[src/rtl/mem_bus_arb_pkg.sv]
// Shared types and helpers for the memory-bus arbiter and its winner picker.
package mem_bus_arb_pkg;

    typedef enum logic [2:0] {
        S_IDLE      = 3'd0,
        S_SYNC      = 3'd1,
        S_WAIT_ACK  = 3'd2,
        S_WAIT_REL  = 3'd3,
        S_WAIT_DONE = 3'd4,
        S_DRAIN     = 3'd5
    } arb_state_e;

    localparam int ARB_RR    = 0;
    localparam int ARB_FIXED = 1;

    function automatic int owner_bits(input int n);
        return (n <= 1) ? 1 : $clog2(n);
    endfunction

endpackage

[src/rtl/mem_bus_arbiter_rr_pick.sv]
// Single-cycle winner picker: first set request at or after ptr (round-robin),
// or lowest set index (fixed). ptr must be below N.
module rr_pick
    import mem_bus_arb_pkg::*;
#(
    parameter int N     = 4,
    parameter int IDX_W = owner_bits(N)
) (
    input  logic [N-1:0]     req,
    input  logic [IDX_W-1:0] ptr,
    input  logic             mode,
    output logic [IDX_W-1:0] winner,
    output logic             valid
);

    logic [IDX_W-1:0] base;
    logic [2*N-1:0]   dbl;
    logic [N-1:0]     rot;
    logic [IDX_W-1:0] off;
    logic [IDX_W:0]   sum;

    // Rotate so the search always starts at bit 0, then un-rotate the offset.
    always_comb begin
        base = mode ? '0 : ptr;
        dbl  = {req, req} >> base;
        rot  = dbl[N-1:0];
        off  = '0;
        for (int k = N - 1; k >= 0; k--) begin
            if (rot[k]) off = IDX_W'(k);
        end
        sum = {1'b0, base} + {1'b0, off};
        if (sum >= (IDX_W + 1)'(N)) sum = sum - (IDX_W + 1)'(N);
        winner = sum[IDX_W-1:0];
        valid  = |req;
    end

endmodule

[src/rtl/mem_bus_arbiter.sv]
// Single-channel memory-bus arbiter: grants one core at a time over the
// four-phase mem_ready handshake, muxes its request, and times out hung transfers.
module mem_bus_arbiter
    import mem_bus_arb_pkg::*;
#(
    parameter  int NUM_CORES      = 4,
    parameter  int ADDR_WIDTH     = 30,
    parameter  int DATA_WIDTH     = 32,
    parameter  int ARB_MODE       = 0,
    parameter  int TIMEOUT_CYCLES = 1024,
    localparam int OWNER_BITS     = owner_bits(NUM_CORES),
    localparam int BE_W           = DATA_WIDTH / 8
) (
    input  logic                                  clock,
    input  logic                                  reset,
    input  logic [NUM_CORES-1:0]                  core_req,
    input  logic [NUM_CORES-1:0]                  core_read,
    input  logic [NUM_CORES-1:0][BE_W-1:0]        core_write,
    input  logic [NUM_CORES-1:0][ADDR_WIDTH-1:0]  core_addr,
    input  logic [NUM_CORES-1:0][DATA_WIDTH-1:0]  core_wdata,
    output logic [NUM_CORES-1:0]                  core_grant,
    output logic [NUM_CORES-1:0]                  core_ready,
    input  logic                                  mem_ready,
    output logic                                  mem_read,
    output logic [BE_W-1:0]                       mem_write,
    output logic [ADDR_WIDTH-1:0]                 mem_addr,
    output logic [DATA_WIDTH-1:0]                 mem_wdata,
    output logic                                  busy,
    output logic [OWNER_BITS-1:0]                 owner,
    output logic                                  timeout_err,
    output logic [OWNER_BITS-1:0]                 err_owner
);

    localparam int TMR_W = (TIMEOUT_CYCLES > 1) ? $clog2(TIMEOUT_CYCLES) : 1;
    localparam logic [TMR_W-1:0] TMO_LAST =
        TMR_W'((TIMEOUT_CYCLES > 0) ? TIMEOUT_CYCLES - 1 : 0);
    localparam bit WDOG_EN = (TIMEOUT_CYCLES != 0);

    arb_state_e            state;
    logic [OWNER_BITS-1:0] rr_ptr;
    logic [OWNER_BITS-1:0] ptr_next;
    logic [TMR_W-1:0]      timer;
    logic [OWNER_BITS-1:0] pick_idx;
    logic                  pick_vld;

    rr_pick #(.N(NUM_CORES), .IDX_W(OWNER_BITS)) u_pick (
        .req    (core_req),
        .ptr    (rr_ptr),
        .mode   (ARB_MODE == ARB_FIXED),
        .winner (pick_idx),
        .valid  (pick_vld)
    );

    always_comb begin
        ptr_next = rr_ptr;
        if (ARB_MODE == ARB_RR)
            ptr_next = (owner == OWNER_BITS'(NUM_CORES - 1)) ? '0 : owner + 1'b1;
    end

    assign busy       = (state != S_IDLE);
    assign core_ready = {NUM_CORES{mem_ready}} & core_grant;

    // Grant is one-hot or zero, so an AND-OR mux yields zeros when idle.
    always_comb begin
        mem_read  = 1'b0;
        mem_write = '0;
        mem_addr  = '0;
        mem_wdata = '0;
        for (int i = 0; i < NUM_CORES; i++) begin
            if (core_grant[i]) begin
                mem_read  |= core_read[i];
                mem_write |= core_write[i];
                mem_addr  |= core_addr[i];
                mem_wdata |= core_wdata[i];
            end
        end
    end

    always_ff @(posedge clock) begin
        if (!reset) begin
            state       <= S_IDLE;
            core_grant  <= '0;
            rr_ptr      <= '0;
            owner       <= '0;
            err_owner   <= '0;
            timeout_err <= 1'b0;
            timer       <= '0;
        end else begin
            timeout_err <= 1'b0;
            case (state)
                S_IDLE: begin
                    if (pick_vld) begin
                        owner <= pick_idx;
                        state <= S_SYNC;
                    end
                end
                S_SYNC: begin
                    if (!mem_ready) begin
                        core_grant <= NUM_CORES'(1) << owner;
                        timer      <= '0;
                        state      <= S_WAIT_ACK;
                    end
                end
                S_WAIT_ACK: begin
                    if (mem_ready) begin
                        state <= S_WAIT_REL;
                    end else if (WDOG_EN && timer == TMO_LAST) begin
                        core_grant  <= '0;
                        timeout_err <= 1'b1;
                        err_owner   <= owner;
                        state       <= S_DRAIN;
                    end else if (timer != '1) begin
                        timer <= timer + 1'b1;
                    end
                end
                S_WAIT_REL: begin
                    if (!core_req[owner]) state <= S_WAIT_DONE;
                end
                S_WAIT_DONE: begin
                    if (!mem_ready) begin
                        core_grant <= '0;
                        rr_ptr     <= ptr_next;
                        state      <= S_IDLE;
                    end
                end
                S_DRAIN: begin
                    if (!core_req[owner]) begin
                        rr_ptr <= ptr_next;
                        state  <= S_IDLE;
                    end
                end
                default: begin
                    core_grant <= '0;
                    state      <= S_IDLE;
                end
            endcase
        end
    end

endmodule

[config.mk]
export PLATFORM = sky130hd
export DESIGN_NAME = mem_bus_arbiter
export DESIGN_NICKNAME = d
export VERILOG_FILES = /design/src/rtl/mem_bus_arb_pkg.sv /design/src/rtl/mem_bus_arbiter_rr_pick.sv /design/src/rtl/mem_bus_arbiter.sv
export SDC_FILE = /design/constraint.sdc
export NUM_CORES = 1
export LEC_CHECK = 0
export CORE_AREA = 8 8 133 135
export DETAILED_ROUTE_END_ITERATION = 12
export DIE_AREA = 0 0 141 143
export PLACE_DENSITY = 0.72
export SETUP_SLACK_MARGIN = 0.05
export SLEW_MARGIN = 30
export SYNTH_ARGS = -nofsm -noshare
export SYNTH_HDL_FRONTEND = slang
export SYNTH_SLANG_ARGS = --single-unit
[constraint.sdc]
create_clock -name clock -period 2.35 [get_ports clock]
set_input_delay 0.47 -clock clock [delete_from_list [all_inputs] [get_ports clock]]
set_output_delay 0.47 -clock clock [all_outputs]
set_load 0.02 [all_outputs]
# After elaboration in Yosys (flattened, before gate mapping)
# Cells that the tools add are included.
# Widths: inputs -> output; s select.
# word_totals
ff_bits	24
ram_bits	0
n_memories	0
rom_bits	0
latchBits	0
elab_cells	109
# op_classes
n_eq_ne	18
n_lt_le_gt_ge	2
n_bitwise	17
addsub	4
shifts	2
n_mul	0
n_reduce_logical	13
n_div	0
muxes	46
# ops
op	count
$mux 32	4
$mux 30	4
$or 32x32->32	3
$or 30x30->30	3
$mux 10	4
$mux 4	8
$mux 3	7
$pmux 10 s2	1
$ne 2x2->1 const B	9
$pmux 3 s6	1
$mux 2	8
$pmux 4 s4	1
$or 4x4->4	3
$add 10x1->10 const B	1
$eq 10x10->1 const B	1
$ne 10x10->1 const B	1
$reduce_and 5->1	2
$shr 8x2->4	1
$eq 3x2->1 const B	2
$eq 3x3->1 const B	2
$mux 1	6
$reduce_and 3->1	2
$reduce_and 6->1	1
$reduce_or 3->1	2
other kinds (19)	25

# Depth between registers and ports, before layout
# Gate-level depths: netlist of run 1.
# logic_depth
depth_word	8
mapped_depth	11
depth_no_buf	10

# Cells and area by module
# Synthesis of run 1 repeated with hierarchy kept, for this count alone.
# hier_totals
cells_unflattened	406
hier_area_um2	2841.5
# modules_own_cells
mod	cells_each	area_each_um2	n_inst	seq_area_each_um2
mem_bus_arbiter	390	2722.6	1	480.5
rr_pick	16	118.9	1	0.0

# Least setup slack after synthesis of run 1
# No wires, ideal clock.
# synth_path
path_type	input port to flip-flop
from	input core_req[1]
to	register owner[1]
stages	9
arrival_ps	1925
path_buffers	1
slack_ps	347
setup_time_ps	78
path_cell_list	clkbuf_1 -> nor2_1 -> or4_1 -> nand3_1 -> ha_1 -> xor2_1 -> nor3_1 -> and3_1 -> nor3_1
# synth_via
elab_chain_len	8
elab_cells_between_ends	11
cone_classes	2 x add/sub; 1 x order compare; 1 x shift; 5 x mux; 2 x reduce/logical
# synth_lines
item	line_no	text
start, declared	mem_bus_arbiter.sv:16	input logic [NUM_CORES-1:0] core_req,
$shr 8x2->4	mem_bus_arbiter_rr_pick.sv:25	dbl = {req, req} >> base;
$mux 2 (4 in series)	mem_bus_arbiter_rr_pick.sv:29	if (rot[k]) off = IDX_W'(k);
$add 2x2->3	mem_bus_arbiter_rr_pick.sv:31	sum = {1'b0, base} + {1'b0, off};
$ge 3x3->1 or $sub 2x1->2 (tied branches)	mem_bus_arbiter_rr_pick.sv:32	if (sum >= (IDX_W + 1)'(N)) sum = sum - (IDX_W + 1)'(N);
$mux 2	mem_bus_arbiter_rr_pick.sv:32	
end signal, assigned	mem_bus_arbiter.sv:93	owner <= pick_idx;
end, declared	mem_bus_arbiter.sv:29	output logic [OWNER_BITS-1:0] owner,
# Several ways; a longest one is shown, not always the timed one.
# A chain may end at the register's enable or synchronous reset.

# Worst setup path in the final report of run 1
# layout_path
from	input core_addr[75] (netlist name)
to	output mem_addr[15]
# layout_via
elab_chain_len	4
# layout_lines
item	line_no	text
start, declared	mem_bus_arbiter.sv:19	input logic [NUM_CORES-1:0][ADDR_WIDTH-1:0] core_addr,
$or 30x30->30 (*)	mem_bus_arbiter.sv:73	mem_addr |= core_addr[i];
$mux 30 (*)	mem_bus_arbiter.sv:70	if (core_grant[i]) begin
$or 30x30->30	mem_bus_arbiter.sv:73	
$mux 30 (*)	mem_bus_arbiter.sv:70	
end, declared	mem_bus_arbiter.sv:26	output logic [ADDR_WIDTH-1:0] mem_addr,
# Every way passes the cells marked *; elsewhere a longest branch is shown, timed or not.

==> results of run 1 <==
## registers in the layout (all words and copies together), names as in the netlist
register and count:
timeout_err 1, owner 2, timer 10, core_grant 4, err_owner 2, rr_ptr 2
state 3
## power breakdown
| part | internal (uW) | total (uW) | leakage, uW | switching (uW) |
|---|---|---|---|---|
| Sequential | 459 | 587 | 0.000197 | 128 |
| Clock | 226 | 373 | 0.0000370 | 147 |
| Combinational | 1010 | 1870 | 0.00270 | 855 |
| Total | 1700 | 2830 | 0.00293 | 1130 |
## per-layer routing
metal	GRT usage, %	share of wire [%]	vias to the layer above
met5	0	0	-
met4	2.60	0.74	0
met3	7.05	11	13
met2	31.7	49	231
met1	23.3	40	2196
li1	-	-	2277
## worst max-delay path, delay by kind of cell
family | cells | cell delay [ns]
buffers and inverters | 2 | 0.94
AO/OA/AOI/OAI | 1 | 0.29
AND/OR/NAND/NOR | 1 | 0.09
## placed cells by master, fill, tap and decap left out, drive strengths merged, types with 7 or more instances in the layout
| cell type | netlist | final |
|---|---|---|
| buf | 8 | 40 |
| nand3 | 7 | 7 |
| nand2 | 76 | 76 |
| a22oi | 134 | 134 |
| o211ai | 10 | 10 |
| dlygate4sd2 | 0 | 12 |
| dlymetal6s2s | 0 | 11 |
| dfxtp | 24 | 24 |
| nor2 | 27 | 27 |
| clkdlybuf4s50 | 0 | 319 |
| a21oi | 14 | 14 |
## kinds of logic (layout without fill, tap and decap cells)
logic type | after synthesis | count (layout) | share of synthesized area (%)
compound gates | 181 | 181 | 46.5
simple gates | 141 | 141 | 22.4
buf+inv | 53 | 391 | 7.57
flops | 24 | 24 | 16.7
xor+xnor | 7 | 7 | 2.13
fa+ha+maj | 6 | 6 | 2.61
mux | 6 | 6 | 2.09
## through the flow
step	std cells	cell area (sq um)	setup WS, ns	utilization, %	hold WS (ns)
3_3_place_gp	969	6870	-0.0361	44.0	0.463
5_1_grt	972	6960	0.0500	44.6	0.517
2_1_floorplan	418	2880	0.347	-	0.444
4_1_cts	972	6930	0.0527	44.4	0.493
3_5_place_dp	969	6870	-0.0701	44.0	0.477
6_report	972	6960	0.0792	44.6	0.491
## final cells by class
type                       count  area share (%)
inverter                       6           0.324
tap                          216            3.88
clock buffer                   3            1.08
multi-input combinational    341            31.3
timing repair buffer         382            56.4
sequential                    24            7.01
## timing repair
action,in CTS,in global routing
hold endpoints to repair,0,0
setup endpoints to repair,17,11
resized for setup,13,11
## how the worst min path moves through the flow
stage | startpoint | to | cells after the start
3_5_place_dp | err_owner[0]$_SDFFE_PN0P_ | err_owner[0]$_SDFFE_PN0P_ | 2
3_3_place_gp | timer[4]$_SDFFE_PN0P_ | timer[4]$_SDFFE_PN0P_ | 1
4_1_cts | timer[4]$_SDFFE_PN0P_ | timer[4]$_SDFFE_PN0P_ | 1
2_1_floorplan | timer[1]$_SDFFE_PN0P_ | timer[1]$_SDFFE_PN0P_ | 2
5_1_grt | err_owner[1]$_SDFFE_PN0P_ | err_owner[1]$_SDFFE_PN0P_ | 2
6_report | timer[4]$_SDFFE_PN0P_ | timer[4]$_SDFFE_PN0P_ | 1
==> out/results.md, run 1 <==
### Critical path
- **endpoint of the lowest-slack register-to-register path** core_grant[1]$_SDFFE_PN0P_
- **worst setup path class** primary input to output pin
- **critical path data arrival time** 1.80 ns
- **number of cells on the worst reg-to-reg path** 6
- **setup slack on the worst flop-to-flop path** 0.32 ns
- **required time of the worst setup path** 1.88 ns
- **cells along the critical path** clkdlybuf4s50_1, a22oi_1, nand2_1, clkdlybuf4s50_1
- **Setup crit end** mem_addr[15]
- **worst reg2reg path startpoint** timer[0]$_SDFFE_PN0P_
- **delay of the slowest cell on the worst path** 0.54 ns
- **CP Capture Type** output pin
- **CP Max Fanout** 1
- **CP most frequent cell** clkdlybuf4s50_1
- **start point of the critical path** core_addr[75]
- **launching element type of the critical path** primary input
- **slowest library cell on the worst path** clkdlybuf4s50_1

### CTS
- **hold_buf cts** 0
- **buffer depth of the longest clock path** 2
- **clock sinks** 24
- **Root Buffer** clkbuf_16
- **Clock Pin Slew Worst Setup and Hold Paths** 0.06 ns
- **latest clock arrival within the worst-skew pair** 0.26 ns
- **post-CTS setup-driven buffer insertion count** 0
- **clock tree from TritonCTS** yes
- **maximum level of the CTS H-tree** 1
- **CTS buffer count** 3

### Job
- **number of maximum-capacitance violations** 0

### Logic synthesis
- **area of the mapped netlist** 0.00288 sq mm
- **gate count of the mapped netlist** 418
- **area fraction of the dominant cell type after synthesis** 35.0%
- **flop and latch count out of synthesis** 24
- **most used flip-flop cell after synthesis** dfxtp_1
- **most frequent cells after synthesis** a22oi_1, nand2_1, clkbuf_1, nor2_1, dfxtp_1
- **dominant cells by area after synthesis** a22oi_1, dfxtp_1, nand2_1, clkbuf_1, nor2_1
- **top cell type by total area after synthesis** a22oi_1
- **sequential area share after synthesis** 16.7%
- **number of enable-type register cells in the synthesized netlist** 0
- **count leader, synth** a22oi_1
- **Syn. warnings** 0
- **share of flip-flops with an asynchronous set or reset after synthesis** 0%
- **net count after synthesis** 699
- **Mapped Avg Cell Area** 6.88 sq um
- **number of unique standard cell types used by synthesis** 46

### Floorplan
- **DIE AREA** 0.0202 sq mm
- **chip width** 141 um
- **top-level I/O count** 356
- **floorplan die height** 143 um
- **core outline area** 0.0156 sq mm
- **site row count** 46
- **starting density of the core** 18.4%

### Global route
- **largest net degree at the start of global routing** 50
- **Total GRT Usage** 19.0%
- **global route total overflow** 0
- **vias in the first global route** 4714
- **wire length of the first global-routing pass** 29700 um
- **number of antenna violations at the first check in global routing** 0

### Finish
- **share of final-layout standard cells stronger than drive strength 1** 6.88%
- **NumNets Final** 1039
- **multi-input logic area** 0.00218 sq mm
- **area growth from synthesis to layout** 142%
- **number of diodes** 0
- **filler cell count in the final layout** 1552
- **Register Area** 488 sq um

### STA
- **max-slew headroom at the worst pin** 66.8%
- **shortest period the worst path allows** 2.27 ns
- **final-report setup violation count** 0
- **slew at the pin closest to its max-slew limit** 0.492 ns
- **Slew Limit Fails** 0
- **post-route setup TNS** 0 ns
- **maximum clock rate** 440 MHz
- **period utilisation layout** 96.6%
- **RSZ-0062 raised after global routing** false
- **total count of hold-check failures in the final report** 0
- **Setup Skew** 0.00781 ns

### Routing
- **drt total wl** 20900 um
- **First-pass DRT Iterations** 5
- **post-route antenna net violation count** 0
- **wire per inst** 21.5 um
- **total number of vias** 4717
- **Detailed Route Iter0 Violations** 320
- **via count normalized by instance count** 4.85
- **# DRC** 0

### Power and ir drop
- **Final Total Pwr** 2830 uW
- **leak pwr** 0.00293 uW
- **maximum VDD drop** 0.000589 V
- **Power per Cell Area** 406 mW/mm^2

### Placed design
- **Port Buf Inserts** 355
- **placer's final routability congestion estimate** 0.902
- **HPWL after DPL** 17400 um

### Outcome
- **result of the run** finished, final reports clean

### Hold path
- **path type of the worst min-delay path** flip-flop to flip-flop

Power figures use the tool's default switching activity.
==> run 2: changes to the inputs <==
--- a/config.mk
+++ b/config.mk
@@ -9,7 +9,8 @@
 export DETAILED_ROUTE_END_ITERATION = 12
 export DIE_AREA = 0 0 141 143
 export PLACE_DENSITY = 0.72
-export SETUP_SLACK_MARGIN = 0.05
+export REMOVE_ABC_BUFFERS = 1
+export SETUP_SLACK_MARGIN = 0.3
 export SLEW_MARGIN = 30
 export SYNTH_ARGS = -nofsm -noshare
 export SYNTH_HDL_FRONTEND = slang
==> run 2 against run 1 <==
  * Cell count is 0.21% lower
  * Core utilization grew 0.60 points
  * Worst hold slack worse by 0.0096 ns
  * First-iteration DRC count shrank 5.9%
  * Total power up 6.4%
  * Combinational power up 3%
  * Critical endpoint is now mem_addr[28]
  * Clock skew fell by 0.0041 ns
  * Flip-flop and latch count did not move
==> out/results.md, run 2 (same netlist as run 1, synthesis figures left out) <==
### Outcome
- **result of the run** finished, final reports clean

### Finish
- **commonest non-fill, non-tap cells in the layout** clkdlybuf4s50_1, a22oi_1, nand2_1
- **largest registers** timer: 10 flops, core_grant: 4 flops, state: 3 flops
- **multi-input logic area** 0.00224 sq mm, +2.7%
- **area growth from synthesis to layout** 145%
- **commonest non-fill, non-tap cell in the layout** clkdlybuf4s50_1
- **final standard cell count with taps included and fillers excluded** 970, -0.21%
- **share of final-layout standard cells stronger than drive strength 1** 10.1%, +3.2 points
- **filler cell count in the final layout** 1536, -1.0%
- **Register Area** 485 sq um, -0.51%
- **number of diodes** 0, unchanged
- **NumNets Final** 1036, -0.29%
- **register with the most flip-flops** timer
- **flip-flop count of the largest register, all copies and words added** 10, unchanged

### STA
- **Slew Limit Fails** 0, unchanged
- **Worst Slack Setup Final** 0.336 ns, +0.257 ns
- **shortest period the worst path allows** 2.01 ns, -0.257 ns
- **maximum clock rate** 497 MHz, +13%
- **total count of hold-check failures in the final report** 0, unchanged
- **period utilisation layout** 85.7%, -11 points
- **max-slew headroom at the worst pin** 65.8%, -1.0 points
- **slew at the pin closest to its max-slew limit** 0.507 ns, +0.0152 ns
- **Setup Skew** 0.00370 ns, -0.00411 ns
- **RSZ-0062 raised after global routing** false
- **final-report setup violation count** 0, unchanged

### Critical path
- **cells along the critical path** clkdlybuf4s50_1, a22oi_1, nand2_1, clkdlybuf4s15_1
- **CP Max Fanout** 1, unchanged
- **worst setup path class** primary input to output pin
- **worst path bufs/invs** 2, unchanged
- **launching element type of the critical path** primary input
- **critical path data arrival time** 1.54 ns, -0.26 ns
- **required time of the worst setup path** 1.88 ns, about the same
- **setup slack on the worst flop-to-flop path** 0.47 ns, +0.15 ns
- **delay-heaviest family, CP** buffers and inverters
- **CP Capture Type** output pin
- **slowest library cell on the worst path** clkdlybuf4s50_1
- **delay of the slowest cell on the worst path** 0.40 ns, -0.14 ns

### CTS
- **buffer depth of the longest clock path** 2, unchanged
- **clock tree from TritonCTS** yes
- **Clock Pin Slew Worst Setup and Hold Paths** 0.07 ns, about the same
- **hold_buf cts** 0, unchanged
- **CTS buffer count** 3, unchanged
- **clock sinks** 24, unchanged
- **maximum level of the CTS H-tree** 1, unchanged
- **Root Buffer** clkbuf_16
- **latest clock arrival within the worst-skew pair** 0.26 ns, about the same

### Floorplan
- **chip width** 141 um, unchanged
- **top-level I/O count** 356, unchanged
- **core outline area** 0.0156 sq mm, unchanged
- **starting density of the core** 18.4%, unchanged
- **floorplan die height** 143 um, unchanged
- **DIE AREA** 0.0202 sq mm, unchanged
- **site row count** 46, unchanged

### Power and ir drop
- **maximum VDD drop** 0.000634 V, +7.6%
- **Power per Cell Area** 427 mW/mm^2, +5.0%
- **sequential group share of total power** 19.7%, -1.1 points
- **Comb power frac** 64.0%, -2.0 points
- **fraction of power consumed by the clock network** 16.3%, +3.1 points
- **sw power** 1190 uW, +5.5%
- **switching share of total power** 39.7%, -0.33 points
- **cell internal pwr** 1820 uW, +7.0%
- **leak pwr** 0.00295 uW, +0.64%

### Placed design
- **Port Buf Inserts** 355, unchanged
- **worst slack at placement** -0.0289 ns, +0.0412 ns
- **HPWL after DPL** 18700 um, +7.7%
- **Placed Cells** 964, -0.52%
- **placer's final routability congestion estimate** 0.898, -0.48%

### Hold path
- **path type of the worst min-delay path** flip-flop to flip-flop

### Global route
- **number of antenna violations at the first check in global routing** 0, unchanged
- **peak-usage layer in the global routing report** met2
- **vias in the first global route** 4679, -0.74%
- **wire length of the first global-routing pass** 31500 um, +6.0%
- **fraction of met1 tracks used by global routing** 25.4%, +2.0 points
- **met2 global-route usage** 30.7%, -1.0 points
- **largest net degree at the start of global routing** 43, -14%
- **global route total overflow** 0, unchanged
- **grt met3 use** 13.7%, +6.7 points
- **Total GRT Usage** 20.9%, +1.9 points

### Routing
- **total number of vias** 4717, unchanged
- **via count normalized by instance count** 4.86, +0.21%
- **# DRC** 0, unchanged
- **First-pass DRT Iterations** 5, unchanged
- **Detailed Route Iter0 Violations** 301, -5.9%
- **wire per inst** 23.7 um, +10%
- **post-route antenna net violation count** 0, unchanged
- **drt total wl** 23000 um, +9.8%

### Job
- **number of maximum-capacitance violations** 0, unchanged

[run 2: power by group through the flow]
stage / clock (uW) / sequential (uW) / combinational [uW]
floorplan: 0 / 621 / 726
global placement: 0 / 587 / 1940
detailed placement: 0 / 588 / 1940
CTS: 498 / 584 / 1900
global route: 516 / 609 / 2080
finish: 490 / 593 / 1930
[run 2: worst register-to-register path, cell delays in order, from the launching register on]
cell and delay, ns:
dfxtp_1 0.36, ha_1 0.19, and4_1 0.39, a41oi_1 0.31, o21ai_2 0.27, nand3_1 0.11, a21oi_1 0.16
[run 2: worst paths after layout]
kind / start / end / cells after the start
worst max register to register: timer[0]$_SDFFE_PN0P_ / core_grant[1]$_SDFFE_PN0P_ / 6
worst min register to register: timer[1]$_SDFFE_PN0P_ / timer[1]$_SDFFE_PN0P_ / 2
worst min-delay path: timer[1]$_SDFFE_PN0P_ / timer[1]$_SDFFE_PN0P_ / 2
worst max-delay path: core_addr[28] / mem_addr[28] / 4
[run 2: final cells by class]
cell class	instances	share of cell area, %
timing repair buffer	378	55.8
multi-input combinational	342	31.7
sequential	24	6.89
tap	216	3.83
clock buffer	3	1.06
clock inverter	1	0.426
inverter	6	0.319
[run 2: timing repair]
action / 4_1_cts / 5_1_grt
resized for setup: 53 / 21
pin swaps: 1 / 1
setup endpoints to repair: 52 / 31
gates cloned: 2 / 0
setup buffers: 0 / 0
[run 2: stage by stage]
stage / setup TNS [ns] / area, sq um / power, uW / utilization, % / hold WS [ns]
after floorplan: -5.41 / 2680 / 1350 / - / 0.444
after CTS: 0 / 6990 / 2990 / 44.8 / 0.488
after global routing: 0 / 7050 / 3200 / 45.2 / 0.511
after global placement: -0.0181 / 6890 / 2530 / 44.2 / 0.460
after detailed placement: -0.0509 / 6890 / 2530 / 44.2 / 0.475
final: 0 / 7050 / 3010 / 45.2 / 0.482
[run 2: per-layer routing]
layer / up-vias / wire length (um) / part of all wire (%)
met4: 0 / 255 / 1.1
met3: 12 / 3590 / 16
li1: 2276 / - / -
met1: 2189 / 9220 / 40
met5: - / 0 / 0
met2: 240 / 9910 / 43
==> run 3: changes to the inputs <==
--- a/config.mk
+++ b/config.mk
@@ -5,10 +5,10 @@
 export SDC_FILE = /design/constraint.sdc
 export NUM_CORES = 1
 export LEC_CHECK = 0
-export CORE_AREA = 8 8 133 135
+export CORE_AREA = 8 8 132 134
 export DETAILED_ROUTE_END_ITERATION = 12
-export DIE_AREA = 0 0 141 143
-export PLACE_DENSITY = 0.72
+export DIE_AREA = 0 0 140 142
+export PLACE_DENSITY = 0.73
 export REMOVE_ABC_BUFFERS = 1
 export SETUP_SLACK_MARGIN = 0.3
 export SLEW_MARGIN = 30
==> constraint.sdc (replaced) <==
create_clock -name clock -period 2.4 [get_ports clock]
set_input_delay 0.48 -clock clock [delete_from_list [all_inputs] [get_ports clock]]
set_output_delay 0.48 -clock clock [all_outputs]
set_load 0.02 [all_outputs]
==> run 3 against run 2 <==
  * Setup slack gained 0.0023 ns
  * Total power decreased by 3.6%
  * Count of clock-buffer cells in the layout stayed put
  * Register-to-register slack about the same
  * Routed wire length shrank 1.8%
  * Die area down 1.4%
  * Clock skew increased by 0.0022 ns
  * Via count shrank 0.61%
  * Non-clock buffer count unchanged
  * First-iteration DRC count is 9.0% higher
  * Global-route usage down 0.057 points
  * Core utilization is 0.18 points lower
  * Critical endpoint is now mem_wdata[14]
  * Largest power group unchanged
==> out/results.md, run 3 (same netlist as run 1, synthesis figures left out) <==
### Placed design
- **placer's final routability congestion estimate** 0.904, +0.65%
- **Port Buf Inserts** 355, unchanged
- **HPWL after DPL** 18800 um, +0.43%
- **Placed Cells** 941, -2.4%

### Floorplan
- **DIE AREA** 0.0199 sq mm, -1.4%
- **core outline area** 0.0154 sq mm, -1.1%
- **floorplan die height** 142 um, -0.70%
- **site row count** 46, unchanged
- **top-level I/O count** 356, unchanged
- **chip width** 140 um, -0.71%
- **starting density of the core** 18.6%, +0.21 points

### Global route
- **largest net degree at the start of global routing** 44, +2.3%
- **vias in the first global route** 4710, +0.66%
- **Total GRT Usage** 20.8%, -0.057 points
- **global route total overflow** 0, unchanged
- **wire length of the first global-routing pass** 31500 um, -0.15%
- **number of antenna violations at the first check in global routing** 0, unchanged

### CTS
- **CTS buffer count** 3, unchanged
- **clock tree from TritonCTS** yes
- **latest clock arrival within the worst-skew pair** 0.26 ns, about the same
- **Root Buffer** clkbuf_16
- **clock sinks** 24, unchanged
- **hold_buf cts** 0, unchanged
- **maximum level of the CTS H-tree** 1, unchanged
- **post-CTS setup-driven buffer insertion count** 0, unchanged
- **Clock Pin Slew Worst Setup and Hold Paths** 0.07 ns, about the same
- **buffer depth of the longest clock path** 2, unchanged

### Finish
- **commonest non-fill, non-tap cells in the layout** clkdlybuf4s50_1, a22oi_1, nand2_1
- **final standard cell count with taps included and fillers excluded** 946, -2.5%
- **flip-flop count of the largest register, all copies and words added** 10, unchanged
- **largest registers** timer: 10 flops, core_grant: 4 flops, state: 3 flops
- **number of diodes** 0, unchanged
- **share of final-layout standard cells stronger than drive strength 1** 9.42%, -0.66 points
- **NumNets Final** 1036, unchanged
- **area growth from synthesis to layout** 142%
- **final cell utilization of the core** 45.0%, -0.18 points
- **register with the most flip-flops** timer
- **commonest non-fill, non-tap cell in the layout** clkdlybuf4s50_1

### STA
- **final-layout worst hold slack** 0.475 ns, -0.00701 ns
- **maximum clock rate** 485 MHz
- **Setup Skew** 0.00586 ns, +0.00216 ns
- **shortest period the worst path allows** 2.06 ns
- **max-slew headroom at the worst pin** 66.7%, +0.98 points
- **post-route setup TNS** 0 ns, unchanged
- **Slew Limit Fails** 0, unchanged
- **final-report setup violation count** 0, unchanged
- **period utilisation layout** 85.9%
- **RSZ-0062 raised after global routing** false
- **total count of hold-check failures in the final report** 0, unchanged
- **slew at the pin closest to its max-slew limit** 0.492 ns, -0.0145 ns

### Critical path
- **delay of the slowest cell on the worst path** 0.41 ns, about the same
- **worst setup path class** primary input to output pin
- **slowest library cell on the worst path** clkdlybuf4s50_1
- **CP Max Fanout** 1, unchanged
- **launching element type of the critical path** primary input
- **delay-heaviest family, CP** buffers and inverters
- **worst path bufs/invs** 2, unchanged
- **CP Capture Type** output pin
- **critical path data arrival time** 1.58 ns, +0.04 ns
- **cells along the critical path** clkdlybuf4s50_1, a22oi_2, nand2_1, dlygate4sd2_1
- **required time of the worst setup path** 1.92 ns, +0.04 ns

### Routing
- **drt total wl** 22600 um, -1.8%
- **Detailed Route Iter0 Violations** 328, +9.0%
- **post-route antenna net violation count** 0, unchanged
- **wire per inst** 23.9 um, +0.73%
- **total number of vias** 4688, -0.61%
- **First-pass DRT Iterations** 4, -1
- **# DRC** 0, unchanged
- **via count normalized by instance count** 4.96, +1.9%

### Hold path
- **path type of the worst min-delay path** flip-flop to flip-flop

### Job
- **number of maximum-capacitance violations** 0, unchanged

### Power and ir drop
- **leak pwr** 0.00296 uW, +0.43%
- **maximum VDD drop** 0.000406 V, -36%
- **Power per Cell Area** 418 mW/mm^2, -2.1%

### Outcome
- **result of the run** finished, final reports clean

==> run 3: cell count changes in the layout (fill, tap and decap cells not counted), sizes merged <==
cell | before | now
clkbuf | 4 | 3
clkdlybuf4s15 | 4 | 1
dlygate4sd2 | 42 | 43
clkdlybuf4s50 | 277 | 278
dlymetal6s2s | 2 | 4
==> run 3: routing by layer <==
layer / track usage [%] / up-vias / routed length [um]
met3: 11.1 / 6 / 3070
met1: 26.4 / 2178 / 9360
li1: - / 2279 / -
met4: 1.31 / 0 / 67
met5: 0 / - / 0
met2: 31.9 / 225 / 10100
==> run 3: per-stage QoR <==
stage / setup slack, ns / area [sq um] / total power, uW
finish: 0.338 / 6940 / 2900
floorplan: -0.0642 / 2680 / 1320
CTS: 0.215 / 6910 / 2900
global route: 0.300 / 6940 / 3090
detailed placement: -0.0559 / 6830 / 2470
global placement: -0.000234 / 6830 / 2460
==> run 3: timing repair <==
action                                  CTS  global route
gates resized for setup                  49            13
cloned                                    1             0
endpoints found under the setup margin   47            18
hold endpoints to repair                  0             0
pin swaps                                 0             2
==> run 3: final timing paths <==
kind / slack (ns) / endpoint / cells after the start / startpoint
min reg2reg: 0.47 / timer[1]$_SDFFE_PN0P_ / 2 / timer[1]$_SDFFE_PN0P_
max: 0.34 / mem_wdata[14] / 4 / core_wdata[14]
min: 0.47 / timer[1]$_SDFFE_PN0P_ / 2 / timer[1]$_SDFFE_PN0P_
max reg2reg: 0.47 / timer[8]$_SDFFE_PN0P_ / 6 / state[0]$_SDFFE_PN0P_
==> run 3: cell type report <==
cell class	instances	area [sq um]
Inverter	6	22.5
Clock buffer	3	75.1
Fill cell	1538	8480
Multi-Input combinational cell	342	2210
Tap cell	192	240
Timing Repair Buffer	378	3870
Sequential cell	24	488
Clock inverter	1	30.0
==> run 3: worst reg2reg max path: stages (launching register included) <==
cell and delay, ns:
dfxtp_1 0.56, nor3b_2 0.46, nor2b_1 0.18, buf_4 0.16
nand2b_1 0.25, buf_4 0.18, nor2_1 0.04
==> run 3: report_power, final <==
group	switching, uW	internal [uW]	total (uW)
sequential	124	450	574
combinational	884	968	1850
clock	143	331	474
total	1150	1750	2900
